$ cat src/rtl/spi_controller.sv
// SPI mode-0 write-only initiator: shifts {write, addr[6:0], data[7:0]} MSB-first on COPI, nCS low 33*CLK_DIV cycles.
// Valid/ready request side; define SPI_CTRL_FIFO_EN for a 4-deep request FIFO (otherwise ready only while idle).
module spi_controller #(
  parameter int CLK_DIV    = 4,
  parameter int GAP_CYCLES = 8
) (
  input  logic       clk,
  input  logic       rst_n,
  input  logic       req_valid,
  output logic       req_ready,
  input  logic       req_write,
  input  logic [6:0] req_addr,
  input  logic [7:0] req_data,
  output logic       nCS,
  output logic       SCLK,
  output logic       COPI,
  output logic       busy,
  output logic       done
);

  localparam int DIV_W = (CLK_DIV > 1) ? $clog2(CLK_DIV) : 1;
  localparam int GAP_W = (GAP_CYCLES > 1) ? $clog2(GAP_CYCLES) : 1;

  localparam logic [2:0] ST_IDLE  = 3'd0;
  localparam logic [2:0] ST_SETUP = 3'd1;
  localparam logic [2:0] ST_HI    = 3'd2;
  localparam logic [2:0] ST_LO    = 3'd3;
  localparam logic [2:0] ST_HOLD  = 3'd4;
  localparam logic [2:0] ST_GAP   = 3'd5;

  logic [2:0]       state;
  logic [DIV_W-1:0] div_cnt;
  logic [GAP_W-1:0] gap_cnt;
  logic [3:0]       bit_cnt;
  logic [15:0]      shreg;
  logic [15:0]      frame_in;
  logic [15:0]      start_word;
  logic             start;
  logic             fifo_busy;
  logic             div_last;
  logic             gap_last;
  logic             frame_active;

  assign frame_in = {req_write, req_addr, req_data};

`ifdef SPI_CTRL_FIFO_EN
  logic [15:0] fifo_mem [4];
  logic [1:0]  wr_ptr;
  logic [1:0]  rd_ptr;
  logic [2:0]  fifo_cnt;
  logic [2:0]  fifo_cnt_nxt;
  logic        ready_q;
  logic        push;
  logic        pop;

  // A full FIFO refuses pushes even when the FSM pops in the same cycle.
  assign push         = req_valid && ready_q;
  assign pop          = (state == ST_IDLE) && (fifo_cnt != 3'd0);
  assign fifo_cnt_nxt = fifo_cnt + {2'b00, push} - {2'b00, pop};

  always_ff @(posedge clk) begin
    if (push) begin
      fifo_mem[wr_ptr] <= frame_in;
    end
  end

  always_ff @(posedge clk or negedge rst_n) begin
    if (!rst_n) begin
      wr_ptr   <= 2'd0;
      rd_ptr   <= 2'd0;
      fifo_cnt <= 3'd0;
      ready_q  <= 1'b1;
    end else begin
      if (push) begin
        wr_ptr <= wr_ptr + 2'd1;
      end
      if (pop) begin
        rd_ptr <= rd_ptr + 2'd1;
      end
      fifo_cnt <= fifo_cnt_nxt;
      ready_q  <= (fifo_cnt_nxt != 3'd4);
    end
  end

  assign start      = pop;
  assign start_word = fifo_mem[rd_ptr];
  assign req_ready  = ready_q;
  assign fifo_busy  = (fifo_cnt != 3'd0);
`else
  assign start      = req_valid && (state == ST_IDLE);
  assign start_word = frame_in;
  assign req_ready  = (state == ST_IDLE);
  assign fifo_busy  = 1'b0;
`endif

  assign div_last = (div_cnt == DIV_W'(CLK_DIV - 1));
  assign gap_last = (gap_cnt == GAP_W'(GAP_CYCLES - 1));

  always_ff @(posedge clk or negedge rst_n) begin
    if (!rst_n) begin
      state   <= ST_IDLE;
      div_cnt <= '0;
      gap_cnt <= '0;
      bit_cnt <= 4'd0;
      shreg   <= 16'd0;
    end else begin
      case (state)
        ST_IDLE: begin
          if (start) begin
            state   <= ST_SETUP;
            shreg   <= start_word;
            div_cnt <= '0;
            bit_cnt <= 4'd0;
          end
        end
        ST_SETUP: begin
          div_cnt <= div_last ? '0 : div_cnt + 1'b1;
          if (div_last) begin
            state <= ST_HI;
          end
        end
        ST_HI: begin
          div_cnt <= div_last ? '0 : div_cnt + 1'b1;
          if (div_last) begin
            if (bit_cnt == 4'd15) begin
              state <= ST_HOLD;
            end else begin
              // COPI moves to the next bit on the falling SCLK edge.
              state   <= ST_LO;
              shreg   <= {shreg[14:0], 1'b0};
              bit_cnt <= bit_cnt + 4'd1;
            end
          end
        end
        ST_LO: begin
          div_cnt <= div_last ? '0 : div_cnt + 1'b1;
          if (div_last) begin
            state <= ST_HI;
          end
        end
        ST_HOLD: begin
          div_cnt <= div_last ? '0 : div_cnt + 1'b1;
          if (div_last) begin
            state   <= ST_GAP;
            gap_cnt <= '0;
          end
        end
        ST_GAP: begin
          gap_cnt <= gap_last ? '0 : gap_cnt + 1'b1;
          if (gap_last) begin
            state <= ST_IDLE;
          end
        end
        default: begin
          state <= ST_IDLE;
        end
      endcase
    end
  end

  // Outputs decode straight from async-reset state, so reset idles the pins immediately.
  assign frame_active = (state == ST_SETUP) || (state == ST_HI) ||
                        (state == ST_LO) || (state == ST_HOLD);
  assign nCS  = !frame_active;
  assign SCLK = (state == ST_HI);
  assign COPI = frame_active && shreg[15];
  assign done = (state == ST_GAP) && (gap_cnt == '0);
  assign busy = (state != ST_IDLE) || fifo_busy;

endmodule
$ cat config.mk
export PLATFORM = sky130hd
export DESIGN_NAME = spi_controller
export DESIGN_NICKNAME = d
export VERILOG_FILES = /design/src/rtl/spi_controller.sv
export SDC_FILE = /design/constraint.sdc
export NUM_CORES = 1
export LEC_CHECK = 0
export CAP_MARGIN = 10
export CORE_ASPECT_RATIO = 1.4
export CORE_MARGIN = 3
export CORE_UTILIZATION = 52
export DETAILED_ROUTE_END_ITERATION = 10
export GPL_ROUTABILITY_DRIVEN = 0
export HOLD_SLACK_MARGIN = 0.1
export PLACE_DENSITY = 0.86
export SLEW_MARGIN = 20
export SYNTH_ARGS = -nofsm -noshare
export SYNTH_HDL_FRONTEND = slang
export SYNTH_SLANG_ARGS = --single-unit
export TNS_END_PERCENT = 30
$ cat constraint.sdc
create_clock -name clk -period 1.75 [get_ports clk]
set_input_delay 0.175 -clock clk [delete_from_list [all_inputs] [get_ports clk]]
set_output_delay 0.175 -clock clk [all_outputs]
set_load 0.02 [all_outputs]
### After elaboration in Yosys (flattened, before gate mapping)

Index checks and enable logic that the tools add are counted.

* bits in registers: 28
* input bits: 19
* output and inout bits: 6
* logic and storage cells: 62

* add/sub/neg operators: 3
* equality and inequality tests: 14
* mux-type cells: 21
* reduce and logical (&&, ||, !) cells: 19

Operators with widths (number)
* $mux W16: 3
* $pmux W16 S2: 1
* $mux W3: 8
* $pmux W3 S5: 1
* $mux W4: 3
* $eq A3 B3 Y1 const B: 3
* $pmux W4 S2: 1
* $eq A3 B2 Y1 const B: 2
* $logic_not A3 Y1: 2
* $ne A2 B1 Y1 const B: 3
* $ne A2 B2 Y1 const B: 3
* $pmux W3 S2: 1
* $reduce_bool A2 Y1: 3
* $reduce_and A5 Y1: 1
* $add A4 B1 Y4 const B: 1
* $eq A4 B4 Y1 const B: 1
* $mux W2: 2
* $pmux W2 S2: 1
* $reduce_and A2 Y1: 2
* $reduce_and A4 Y1: 1
* $reduce_or A4 Y1: 1
* $add A3 B1 Y3 const B: 1
* $eq A3 B1 Y1 const B: 1
* $logic_and A1 B1 Y1: 3
* other kinds (6): 8

### Depth between registers and ports, before layout

Gate-level depths: netlist (run 1).

* depth after elaboration: 5
* depth in mapped cells: 8
* depth with buffers taken out: 6

### Worst setup path after synthesis (run 1)

OpenSTA, ideal clock, no wires.

* path type: reg2out
* from: register state[2]
* to: output port COPI
* arrival: 1.365 ns
* data required time: 1.575 ns
* setup slack: 0.210 ns
* stages on the path, launching flop included: 4
* cells stage by stage: dfrtp_1 > clkbuf_1 > or3_1 > and3_1

* longest elaborated chain between the ends: 5
* elaborated cells between the ends (all ways): 8
* those cells by class: 4 x eq/ne; 4 x reduce/logical

RTL lines
* start: declaration: line 31 `logic [2:0] state;`
* start signal: assignment: line 101 `state <= ST_IDLE;`
* start signal: assignment: line 110 `state <= ST_SETUP;`
* start signal: assignment: line 119 `state <= ST_HI;`
* $eq A3 B1 Y1 / $eq A3 B2 Y1 (equally long branches): line 162 `assign frame_active = (state == ST_SETUP) || (state == ST_HI) ||`
* $logic_or A1 B1 Y1 (2 in series): line 162
* $logic_or A1 B1 Y1 (*): line 163 `(state == ST_LO) || (state == ST_HOLD);`
* $logic_and A1 B1 Y1 (*): line 166 `assign COPI = frame_active && shreg[15];`
* end: declaration: line 16 `output logic COPI,`

Every way passes the cells marked *; elsewhere a longest branch is shown, timed or not.

### Final worst setup path (run 1)

* from: register state[2]
* to: output port busy

* longest elaborated chain between the ends: 1

RTL lines
* $reduce_bool A3 Y1: line 168 `assign busy = (state != ST_IDLE) || fifo_busy;`
* end: declaration: line 17 `output logic busy,`

Every way passes these cells.

==> metrics.md, run 1 <==
| Metric | Value |
|---|---|
| Status | `complete, no violations` |
| Top post-synthesis cells by count | `dfrtp_1 (28), mux2i_1 (19), nor2_1 (17), a21oi_2 (11)` |
| DRC violations left | `0` |
| Worst slew margin | `75.72%` |
| Crit share post-route | `95.98%` |
| Vias per inst | `5.472` |
| Final setup margin | `0.07032 ns` |
| First-pass GRT wire length | `5.520 mm` |
| Ant. Diodes | `0` |
| Die width | `52.15 um` |
| Post-synth EDFFs | `0` |
| Reg clk slew, reported paths | `0.15 ns` |
| Area Overhead vs Synth | `20.74%` |
| Warnings from Yosys | `0` |
| Post-synthesis cell count | `152` |
| #FFs+latches synth | `28` |
| Core Box Area | `2725 um^2` |
| Initial drt markers | `38` |
| Max-cap viol count | `0` |
| CP endpoint kind | `output pin` |
| Required @ worst endpoint | `1.57 ns` |
| # Post-CTS Setup Buffers | `0` |
| DIE AREA | `3682 um^2` |
| RSZ-0062 raised after global routing | `false` |
| Pin slew with the least headroom to its limit | `0.3642 ns` |
| Pwr/cell area | `1563 nW/um^2` |
| Setup violators final | `0` |
| Num rows | `22` |
| # clock sinks | `28` |
| TNS Setup | `0 ns` |
| Fraction of synthesis flops using an asynchronous set or reset pin | `100.0%` |
| Post-synthesis sequential area ratio | `45.20%` |
| Synth cell types | `35` |
| Grt total ovfl | `0` |
| Synth area leaders | `dfrtp_1 (45%), mux2i_1 (12%), a21oi_2 (6.2%), nor2_1 (4.1%), ha_1 (4.0%)` |
| Starting Density | `56.89%` |
| Detailed placement HPWL | `2.418 mm` |
| Skew-Pair Late Insertion Delay | `0.33 ns` |
| Mapped Area | `1550 um^2` |
| Post-DRT Antenna Nets | `0` |
| R2r worst-path depth | `5` |
| Via Count | `1193` |
| Clk root buf | `clkbuf_4` |
| Syn Nets | `176` |
| Reg-to-Reg Start | `gap_cnt[1]` |
| R2R Path End | `state[0]` |
| Share of cells above drive strength 1 | `20.88%` |
| Ys flop type | `dfrtp_1` |
| CTS Buf Count | `3` |
| WL per Instance | `14.41 um` |
| Final nets | `207` |
| Final Core Density | `68.69%` |
| Critical path fanouts, max | `5` |
| Drt pass-1 iters | `4` |
| Total global-route track usage | `19.27%` |
| Clock Skews | `0.01247 ns` |
| CTS HTree Levels | `1` |
| Top-area cell type share of the netlist area | `45.20%` |
| Num ports | `25` |
| Fmax | `595.4 MHz` |
| Chip height | `70.61 um` |
| Vias in the first global route | `1291` |
| Flop2flop setup slack | `0.12 ns` |
| Post-Route WL | `3.142 mm` |
| Placed Area | `1856 um^2` |
| Worst slack at placement | `0.02844 ns` |
| Startpoint Class | `flop` |
| Post-Syn Area per Cell | `10.20 um^2` |
| Pin count of the biggest net entering global routing | `35` |
| Final slew viol count | `0` |
| Final hold vios | `0` |
| Max VDD drop | `0.8471 mV` |
| CTS tree | `done` |
| Cell taking the most area after synthesis | `dfrtp_1` |
| Design area | `1872 um^2` |
| Worst min-delay path class | `input pin to asynchronous set/reset pin` |
| Crit path time final | `1.680 ns` |
| # port buffers | `24` |
| Most frequent cell after synthesis | `dfrtp_1` |
| Crit path kind | `flop to output pin` |
| Clock tree buffer depth | `2` |
| Initial antenna violation count | `0` |
| LEAKAGE | `0.8325 nW` |
| CP arrival | `1.50 ns` |
==> registers in the layout, summed over array words and instances, names as in the netlist <==
signal	cells
bit_cnt	4
gap_cnt	3
state	3
div_cnt	2
shreg	16
==> metal layers <==
| layer | part of all wire [%] | wire length [um] | track usage, % |
|---|---|---|---|
| met1 | 40 | 1257 | 21.19 |
| met2 | 56 | 1744 | 36.64 |
| met3 | 3.6 | 113 | 2.947 |
| met4 | 0.86 | 27 | 5.682 |
| met5 | 0 | 0 | 0 |
==> cells in the final DEF, fill, tap and decap left out, types with 2 or more instances in the layout <==
master	count
a21oi_1	9
nand2_1	8
buf_4	11
nor3_1	2
o21ai_1	3
ha_1	5
nand3_1	4
buf_2	2
o22ai_1	2
clkbuf_4	3
inv_1	9
o21ai_0	4
nor3b_1	2
a22o_1	2
nor2b_1	2
clkdlybuf4s50_1	18
dfrtp_1	27
clkbuf_2	3
a21oi_2	11
a311oi_1	2
mux2i_1	19
nor2_1	17
==> stage by stage <==
stage / power (mW) / std cells / hold slack, ns
6_report: 2.925 / 218 / 0.2030
5_1_grt: 3.171 / 218 / 0.2060
4_1_cts: 2.953 / 218 / 0.2165
3_5_place_dp: 2.674 / 214 / 0.5026
3_3_place_gp: 2.553 / 214 / 0.4890
2_1_floorplan: 2.267 / 152 / -0.1206
==> final cells by class <==
type	count	area, um^2
clock buffers	4	36.28
fillers	216	853.3
inverters	10	37.54
multi-input cells	104	734.5
flip-flops and latches	28	701.9
well taps	36	45.04
repair buffers	36	316.6
==> worst max-delay path, cell delays in order (launching register included) <==
cell and delay (ns):
dfrtp_1 0.44, or3_4 0.41, dlygate4sd2_1 0.33
==> how the worst max path moves through the flow <==
stage	cells after the start	end	start	slack (ns)
5_1_grt	2	busy	state[2]	0.001
3_3_place_gp	3	COPI	state[2]	0.07
4_1_cts	3	nCS	state[2]	0.01
3_5_place_dp	4	done	state[0]	0.03
2_1_floorplan	3	COPI	state[2]	0.21
6_report	2	busy	state[2]	0.07
==> kinds of logic (layout without fill, tap and decap cells) <==
group,after synthesis,after routing,share of synthesized area (%)
DFF,28,28,45.20
muxes,21,21,13.72
adders and majority gates,5,5,4.036
AOI/OAI and AO/OA,37,37,16.55
buffers and inverters,20,50,7.748
and+or+nand+nor,41,41,12.75
==> power breakdown <==
group / internal [mW] / switching [mW] / total (mW)
clock network: 0.127 / 0.187 / 0.314
registers: 0.907 / 0.182 / 1.09
logic: 0.696 / 0.826 / 1.52
==> what timing repair did <==
item	CTS	global route
hold buffers	0	0
resized for setup	14	7
gates cloned	0	0
setup endpoints to repair	6	4
(Power assumes the default switching activity.)
==> run 2: changes to the inputs <==
--- a/config.mk
+++ b/config.mk
@@ -13,3 +13,2 @@
 export GPL_ROUTABILITY_DRIVEN = 0
-export HOLD_SLACK_MARGIN = 0.1
 export PLACE_DENSITY = 0.86
--- a/constraint.sdc
+++ b/constraint.sdc
@@ -3,2 +3,2 @@
 set_output_delay 0.175 -clock clk [all_outputs]
-set_load 0.02 [all_outputs]
+set_load 0.005 [all_outputs]
==> metrics.md, run 2 (synthesis results as in run 1) <==
| Metric | Value |
|---|---|
| Largest register by flop count | `shreg` |
| Critical path fanouts, max | `4` |
| Via Count | `1304` |
| Total global-route track usage | `18.94%` |
| Reg clk slew, reported paths | `0.14 ns` |
| Most common cell after layout, fill and taps aside | `dfrtp_1` |
| Worst slew margin | `76.27%` |
| LEAKAGE | `0.9369 nW` |
| Crit path kind | `flop to output pin` |
| CP cell instances | `buf_4 > or3_4 > and3_1 > clkdlybuf4s15_1` |
| Initial antenna violation count | `0` |
| Pin count of the biggest net entering global routing | `35` |
| Largest registers | `shreg (16), bit_cnt (4)` |
| # clock sinks | `28` |
| CTS HTree Levels | `1` |
| Vias in the first global route | `1231` |
| Post-DRT Antenna Nets | `0` |
| Fmax | `546.6 MHz` |
| Largest register FFs | `16` |
| Clock tree buffer depth | `2` |
| CTS Buf Count | `3` |
| Chip height | `70.61 um` |
| Crit path time final | `1.830 ns` |
| Clock power share | `9.6%` |
| Ant. Diodes | `0` |
| Reg-to-Reg Start | `state[1]` |
| Crit share post-route | `104.5%` |
| Starting Density | `56.89%` |
| Final hold vios | `0` |
| Worst slack at placement | `0.1266 ns` |
| Failing checks | `negative setup slack` |
| Switch share | `39.06%` |
| Core Box Area | `2725 um^2` |
| WL per Instance | `15.31 um` |
| Psw | `1.253 mW` |
| Startpoint Class | `flop` |
| Pwr/cell area | `1569 nW/um^2` |
| Final setup margin | `-0.07950 ns` |
| CP endpoint kind | `output pin` |
| CP arrival | `1.65 ns` |
| CP top delay family | `simple AND/OR/NAND/NOR gates` |
| Flop2flop setup slack | `0.03 ns` |
| Post-Route WL | `3.536 mm` |
| Max-cap viol count | `0` |
| Die width | `52.15 um` |
| Clk root buf | `clkbuf_4` |
| DIE AREA | `3682 um^2` |
| DRC violations left | `0` |
| Total power | `3.209 mW` |
| Max VDD drop | `1.025 mV` |
| Vias per inst | `5.645` |
| Num ports | `25` |
| Initial drt markers | `32` |
| Delay of the slowest critical-path stage | `0.45 ns` |
| Share of cells above drive strength 1 | `25.64%` |
| Cell internal pwr | `1.955 mW` |
| Final slew viol count | `0` |
| # port buffers | `24` |
| Clock Skews | `0.006349 ns` |
| Drt pass-1 iters | `4` |
| Setup violators final | `4` |
| CP Depth | `4` |
| R2r worst-path depth | `6` |
| First-pass GRT wire length | `5.354 mm` |
| R2R Path End | `state[0]` |
| Sequential power share | `33.9%` |
| Required @ worst endpoint | `1.57 ns` |
| Comb power frac | `56.5%` |
| Hold slack | `0.2125 ns` |
| Detailed placement HPWL | `2.285 mm` |
| Status | `complete, but fails checks` |
| Pin slew with the least headroom to its limit | `0.3560 ns` |
| Slowest cell on the critical path | `dfrtp_2` |
| Skew-Pair Late Insertion Delay | `0.33 ns` |
| Area Overhead vs Synth | `31.96%` |
| CTS tree | `done` |
| Num rows | `22` |
| RSZ-0062 raised after global routing | `true` |
| Most frequent cells in the layout | `dfrtp_1 (26), buf_4 (22), mux2i_1 (19), clkdlybuf4s50_1 (18), nor2_1 (16)` |
| Final nets | `220` |
| Grt total ovfl | `0` |
| Worst min-delay path class | `input pin to asynchronous set/reset pin` |
| Worst Path Buf+Inv | `2` |
-- run 2: cell type report --
type / instances / area [um^2]
Multi-Input combinational cell: 104 / 755.7
Sequential cell: 28 / 703.2
Fill cell: 193 / 679.4
Timing Repair Buffer: 49 / 462.9
Tap cell: 36 / 45.04
Inverter: 10 / 42.54
Clock buffer: 4 / 36.28
-- run 2: worst register-to-register path, stage by stage (launching register included) --
cell and delay (ns):
dfrtp_2 0.45, buf_4 0.14, buf_4 0.15, nor2_2 0.14, nor3_1 0.07, a211oi_1 0.28, mux2_1 0.38
-- run 2: worst max-delay path by stage --
stage | from | endpoint | slack [ns]
6_report | state[1] | COPI | -0.08
5_1_grt | state[1] | COPI | -0.14
4_1_cts | state[0] | done | -0.19
3_5_place_dp | state[1] | COPI | 0.13
3_3_place_gp | state[1] | COPI | 0.17
2_1_floorplan | state[1] | state[0] | 0.30
-- run 2: layer usage --
metal	GRT usage (%)	routed length [um]	share of wire (%)
met5	0	0	0
met4	6.818	77	2.2
met3	1.895	107	3.0
met2	33.99	1902	54
met1	22.94	1448	41
-- run 2: repair_timing --
item,in CTS,in global routing
setup buffers,3,9
pin swaps,2,2
hold buffers,0,0
gates cloned,0,1
gates resized for setup,9,10
endpoints found under the setup margin,6,19
-- run 2: power groups by stage --
stage	Combinational (mW)	Sequential (mW)	Clock (mW)
after floorplan	1.17	1.05	0
after global placement	1.43	1.07	0
after detailed placement	1.52	1.10	0
after CTS	1.57	1.07	0.318
after global routing	1.99	1.12	0.342
final	1.81	1.09	0.309
-- run 2: per-stage QoR --
stage	area [um^2]	util [%]	setup TNS (ns)	std cells
6_report	2046	75.07	-0.1736	231
5_1_grt	2046	75.07	-0.4256	231
4_1_cts	1923	70.57	-0.2716	221
3_5_place_dp	1856	68.09	0	214
3_3_place_gp	1856	68.09	0	214
2_1_floorplan	1550	-	0	152
